==> src/rtl/priv_1_11_trap_sequencer.sv <==
`default_nettype none
// ---------------------------------------------------------------------------
// priv_1_11_trap_sequencer : M-mode trap entry / MRET sequencer (drain + commit)
// Revision 1.0
// ---------------------------------------------------------------------------
module priv_1_11_trap_sequencer #(
    parameter int DRAIN_TIMEOUT = 16
) (
    input  logic        CLK,
    input  logic        nRST,
    input  logic        exc_valid,
    input  logic [3:0]  exc_cause,
    input  logic [31:0] exc_epc,
    input  logic [31:0] exc_tval,
    input  logic        irq_valid,
    input  logic [3:0]  irq_cause,
    input  logic [31:0] irq_epc,
    input  logic        mret_req,
    input  logic        pipe_clear,
    input  logic        mstatus_mie,
    input  logic        mstatus_mpie,
    output logic        busy,
    output logic        intr,
    output logic        mret,
    output logic        csr_wen,
    output logic [31:0] mcause_o,
    output logic [31:0] mepc_o,
    output logic [31:0] mtval_o,
    output logic        mie_next,
    output logic        mpie_next,
    output logic        drain_err
);

    localparam logic [2:0] S_IDLE        = 3'd0;
    localparam logic [2:0] S_TRAP_DRAIN  = 3'd1;
    localparam logic [2:0] S_TRAP_COMMIT = 3'd2;
    localparam logic [2:0] S_RET_DRAIN   = 3'd3;
    localparam logic [2:0] S_RET_COMMIT  = 3'd4;

    localparam logic [7:0] C_TIMEOUT = 8'(DRAIN_TIMEOUT);

    logic [2:0]  r_state;
    logic [2:0]  w_state_next;
    logic        r_int_bit;
    logic [3:0]  r_cause;
    logic [31:2] r_epc;
    logic [31:0] r_tval;
    logic [7:0]  r_cnt;
    logic [7:0]  w_cnt_inc;
    logic        r_drain_err;
    logic        w_irq_take;
    logic        w_in_drain;

    assign w_irq_take = irq_valid & mstatus_mie;
    assign w_in_drain = (r_state == S_TRAP_DRAIN) || (r_state == S_RET_DRAIN);
    assign w_cnt_inc  = (r_cnt == 8'hFF) ? 8'hFF : r_cnt + 8'd1;

    always_ff @(posedge CLK or negedge nRST) begin
        if (!nRST) begin
            r_state <= S_IDLE;
        end else begin
            r_state <= w_state_next;
        end
    end

    always_comb begin
        w_state_next = r_state;
        case (r_state)
            S_IDLE: begin
                if (exc_valid || w_irq_take) begin
                    w_state_next = S_TRAP_DRAIN;
                end else if (mret_req) begin
                    w_state_next = S_RET_DRAIN;
                end
            end
            S_TRAP_DRAIN:  if (pipe_clear) w_state_next = S_TRAP_COMMIT;
            S_RET_DRAIN:   if (pipe_clear) w_state_next = S_RET_COMMIT;
            S_TRAP_COMMIT: w_state_next = S_IDLE;
            S_RET_COMMIT:  w_state_next = S_IDLE;
            default:       w_state_next = S_IDLE;
        endcase
    end

    // Trap latch, drain counter and sticky timeout flag
    always_ff @(posedge CLK or negedge nRST) begin
        if (!nRST) begin
            r_int_bit   <= 1'b0;
            r_cause     <= 4'd0;
            r_epc       <= '0;
            r_tval      <= 32'd0;
            r_cnt       <= 8'd0;
            r_drain_err <= 1'b0;
        end else begin
            if (r_state == S_IDLE) begin
                r_cnt <= 8'd0;
                if (exc_valid) begin
                    r_int_bit <= 1'b0;
                    r_cause   <= exc_cause;
                    r_epc     <= exc_epc[31:2];
                    r_tval    <= exc_tval;
                end else if (w_irq_take) begin
                    r_int_bit <= 1'b1;
                    r_cause   <= irq_cause;
                    r_epc     <= irq_epc[31:2];
                    r_tval    <= 32'd0;
                end
            end
            // A synchronous exception outranks an interrupt still waiting to commit
            if ((r_state == S_TRAP_DRAIN) && exc_valid && r_int_bit) begin
                r_int_bit <= 1'b0;
                r_cause   <= exc_cause;
                r_epc     <= exc_epc[31:2];
                r_tval    <= exc_tval;
            end
            if (w_in_drain && !pipe_clear) begin
                r_cnt <= w_cnt_inc;
                if (w_cnt_inc >= C_TIMEOUT) begin
                    r_drain_err <= 1'b1;
                end
            end
        end
    end

    always_comb begin
        busy      = (r_state != S_IDLE);
        intr      = 1'b0;
        mret      = 1'b0;
        csr_wen   = 1'b0;
        mie_next  = 1'b0;
        mpie_next = 1'b0;
        mcause_o  = {r_int_bit, 27'd0, r_cause};
        mepc_o    = {r_epc, 2'b00};
        mtval_o   = r_tval;
        drain_err = r_drain_err;
        case (r_state)
            S_TRAP_COMMIT: begin
                intr      = 1'b1;
                csr_wen   = 1'b1;
                mie_next  = 1'b0;
                mpie_next = mstatus_mie;
            end
            S_RET_COMMIT: begin
                mret      = 1'b1;
                csr_wen   = 1'b1;
                mie_next  = mstatus_mpie;
                mpie_next = 1'b1;
            end
            default: ;
        endcase
    end

endmodule
`default_nettype wire

==> config.mk <==
export PLATFORM = sky130hd
export DESIGN_NAME = priv_1_11_trap_sequencer
export DESIGN_NICKNAME = d
export VERILOG_FILES = /design/src/rtl/priv_1_11_trap_sequencer.sv
export SDC_FILE = /design/constraint.sdc
export NUM_CORES = 1
export LEC_CHECK = 0
export ABC_AREA = 1
export BUFFER_PORTS_ARGS = -buffer_cell sky130_fd_sc_hd__buf_2
export CORE_MARGIN = 10
export CORE_UTILIZATION = 30
export DETAILED_ROUTE_END_ITERATION = 16
export GPL_TIMING_DRIVEN = 0
export PLACE_DENSITY = 0.65
export SYNTH_ARGS = -nofsm -noshare
export SYNTH_HDL_FRONTEND = slang
export SYNTH_SLANG_ARGS = --single-unit
==> constraint.sdc <==
create_clock -name CLK -period 1.86 [get_ports CLK]
set_clock_uncertainty 0.1 [all_clocks]
set_input_delay 0.093 -clock CLK [delete_from_list [all_inputs] [get_ports CLK]]
set_output_delay 0.093 -clock CLK [all_outputs]
set_load 0.05 [all_outputs]
==> qor.txt <==
DR pass1 iterations: 4
DRC viols: 0
Skew-Pair Late Insertion Delay: 0.34 ns
Drt total wl: 14,000 um
Post-DR wirelength/cell: 14.6 um
CTS tree: built
Vias: 4,108
Total number of yosys warnings: 0
FMAX: 573 MHz
GRT Resource Usage Total: 0.153
Total CTS buffers: 9
Root Driver: clkbuf_16
Total power draw: 10.0 mW
Fin crit period: 1.75 ns
Worst-Margin Slew: 0.633 ns
Clock Path Buffers: 2
Pin count of the biggest net entering global routing: 47
LEAKAGE: 3.63 nW
Sink Count: 79
Slew Limit Headroom: 0.578
Routed Antenna Nets: 0
Max cap viols: 0
Remaining Overflow, GRT: 0
Setup CP Type: input pin to flop
TNS Setup: 0 ns
Filler cells: 1,162
Die Ht: 135 um
RD Place Congestion: 0.779
Area of the multi-input gates: 1680 um2
CP Launch Type: input pin
Net count, final: 896
# rows: 41
Final Cycle Share: 0.939
Worst Path Arrival: 1.87 ns
Top-Level Pins: 215
Hold path depth: 4
Floorplan core area: 12,800 um2
Initial antenna violation count: 4
Vias in the first global route: 4,355
Final setup viols: 0
Die area: 18,200 um2
Unrepaired setup endpoints after global routing: false
H-tree levels: 3
Final core utilization: 0.510
Starting Density: 0.310
Cells after synthesis: 465
Type of destination of the critical path: flop
Global-route wire length before repair: 22,400 um
Sequential share of the synthesized area: 0.499
Yosys cell types: 23
Mapped cell area: 3960 um2
Hold WC Path Type: input pin to flop
Post-DP Area: 5230 um2
Synth-to-Final Area Change: 64.5%
Final hold vios: 0
# port buffers: 180
Hold slack: 0.0200 ns
Fraction of layout cells with a size suffix above 1: 0.364
Vias per inst: 4.27
Worst r2r path cells: 9
Mean Syn Cell Area: 8.52 um2
Post-DP HPWL: 9680 um
Register area: 1980 um2
Cell area after layout: 6520 um2
Clock transition at path regs: 0.06 ns
Die Span X: 135 um
Worst VDD drop: 0.821 mV
PD cells: 1540 nW/um2
CP required: 1.98 ns
Status: complete, no violations
#FFs+latches synth: 79
Final Slew Violations: 0
Worst Path Max Fanout: 10
Postcts setup bufs: 0
Initial DRC count: 231
==> metrics by stage <==
step                      cells  worst slack (ns)
final                       962             0.114
after global routing        961            0.0241
after CTS                   960             0.101
after detailed placement    846             0.109
after global placement      845           -0.0928
after floorplan             493           0.00503
==> power by group <==
group | switching, mW | internal (mW) | leakage (nW)
sequential | 0.378 | 2.39 | 1.01
clock | 0.675 | 1.07 | 0.146
combinational | 4.09 | 1.42 | 2.47
==> final cells by class <==
cell class,instances,share of cell area
sequential,79,0.303
timing repair buffer,279,0.293
multi-input combinational,341,0.257
buffer,52,0.0559
clock buffer,12,0.0378
tap,172,0.0330
inverter,21,0.0121
clock inverter,4,0.00691
antenna,2,0.000768
==> what timing repair did <==
action	CTS	global route
endpoints found under the setup margin	0	4
resized for setup	0	3
hold endpoints to repair	102	0
hold buffers	98	0
==> synthesized netlist by cell type <==
library cell,count,area share
a21o_1,1,0.0019
a21oi_1,2,0.0025
buf_1,1,0.00095
buf_2,11,0.014
buf_4,32,0.061
buf_6,4,0.011
clkbuf_1,4,0.0038
conb_1,1,0.00095
dfrtp_1,79,0.50
ha_1,1,0.0032
inv_1,18,0.017
inv_2,3,0.0028
mux2_2,34,0.097
nand2_1,200,0.19
nand2_2,2,0.0032
nand3_1,39,0.049
nand4_1,2,0.0032
nor2_1,9,0.0085
nor2_2,1,0.0016
nor3_1,3,0.0038
nor3_4,1,0.0041
o21ai_0,15,0.019
o21bai_1,2,0.0038
==> routing by layer <==
| metal | GRT usage | wire length [um] | up-vias |
|---|---|---|---|
| met3 | 0.0645 | 1400 | 34 |
| met1 | 0.165 | 5310 | 1848 |
| met2 | 0.254 | 6840 | 164 |
| met4 | 0.0736 | 448 | 4 |
| met5 | 0 | 27 | - |
| li1 | - | - | 2058 |
==> registers in the layout (all words and copies together), names as in the netlist <==
register / count
r_state: 3
mtval_o: 32
drain_err: 1
r_epc: 30
r_int_bit: 1
r_cnt: 8
r_cause: 4
==> worst paths after layout <==
check | end | slack (ns) | from
setup / recovery | r_epc[19] | 0.11 | exc_valid
hold / removal | r_epc[11] | 0.02 | irq_epc[11]
setup reg to reg | r_epc[19] | 0.13 | r_state[2]
hold reg to reg | r_epc[12] | 0.37 | r_epc[12]
max in group asynchronous | mtval_o[9] | 0.92 | nRST
min in group asynchronous | r_cnt[7] | 0.15 | nRST
==> placed cells by master, fill, tap and decap left out, types with 2 or more instances in the layout <==
| cell type | count |
|---|---|
| clkbuf_4 | 2 |
| o21bai_1 | 2 |
| nand2_2 | 3 |
| inv_2 | 3 |
| nor3_4 | 2 |
| nand3_1 | 39 |
| nand2_1 | 199 |
| nand4_1 | 2 |
| a21oi_1 | 2 |
| dlygate4sd3_1 | 98 |
| nor2_1 | 8 |
| inv_1 | 18 |
| buf_4 | 33 |
| diode_2 | 2 |
| o21ai_0 | 15 |
| mux2_2 | 34 |
| dfrtp_1 | 79 |
| nor2_2 | 2 |
| clkbuf_1 | 6 |
| conb_1 | 29 |
| clkinv_2 | 3 |
| buf_2 | 188 |
| clkbuf_16 | 9 |
| buf_6 | 4 |
==> kinds of logic (layout without fill, tap and decap cells) <==
family | after synthesis | after routing | share of synthesized area
and+or+nand+nor | 257 | 257 | 0.263
other | 1 | 31 | 0.000946
adders and majority gates | 1 | 1 | 0.00316
muxes | 34 | 34 | 0.0966
DFF | 79 | 79 | 0.499
AOI/OAI and AO/OA | 20 | 20 | 0.0271
buffers and inverters | 73 | 368 | 0.110
==> worst max-delay path: stages <==
cell           delay, ns
buf_2               0.16
clkbuf_1            0.51
mux2_2              0.40
dlygate4sd3_1       0.56
nand2_1             0.08
nand2_1             0.06
(Power assumes the default switching activity.)
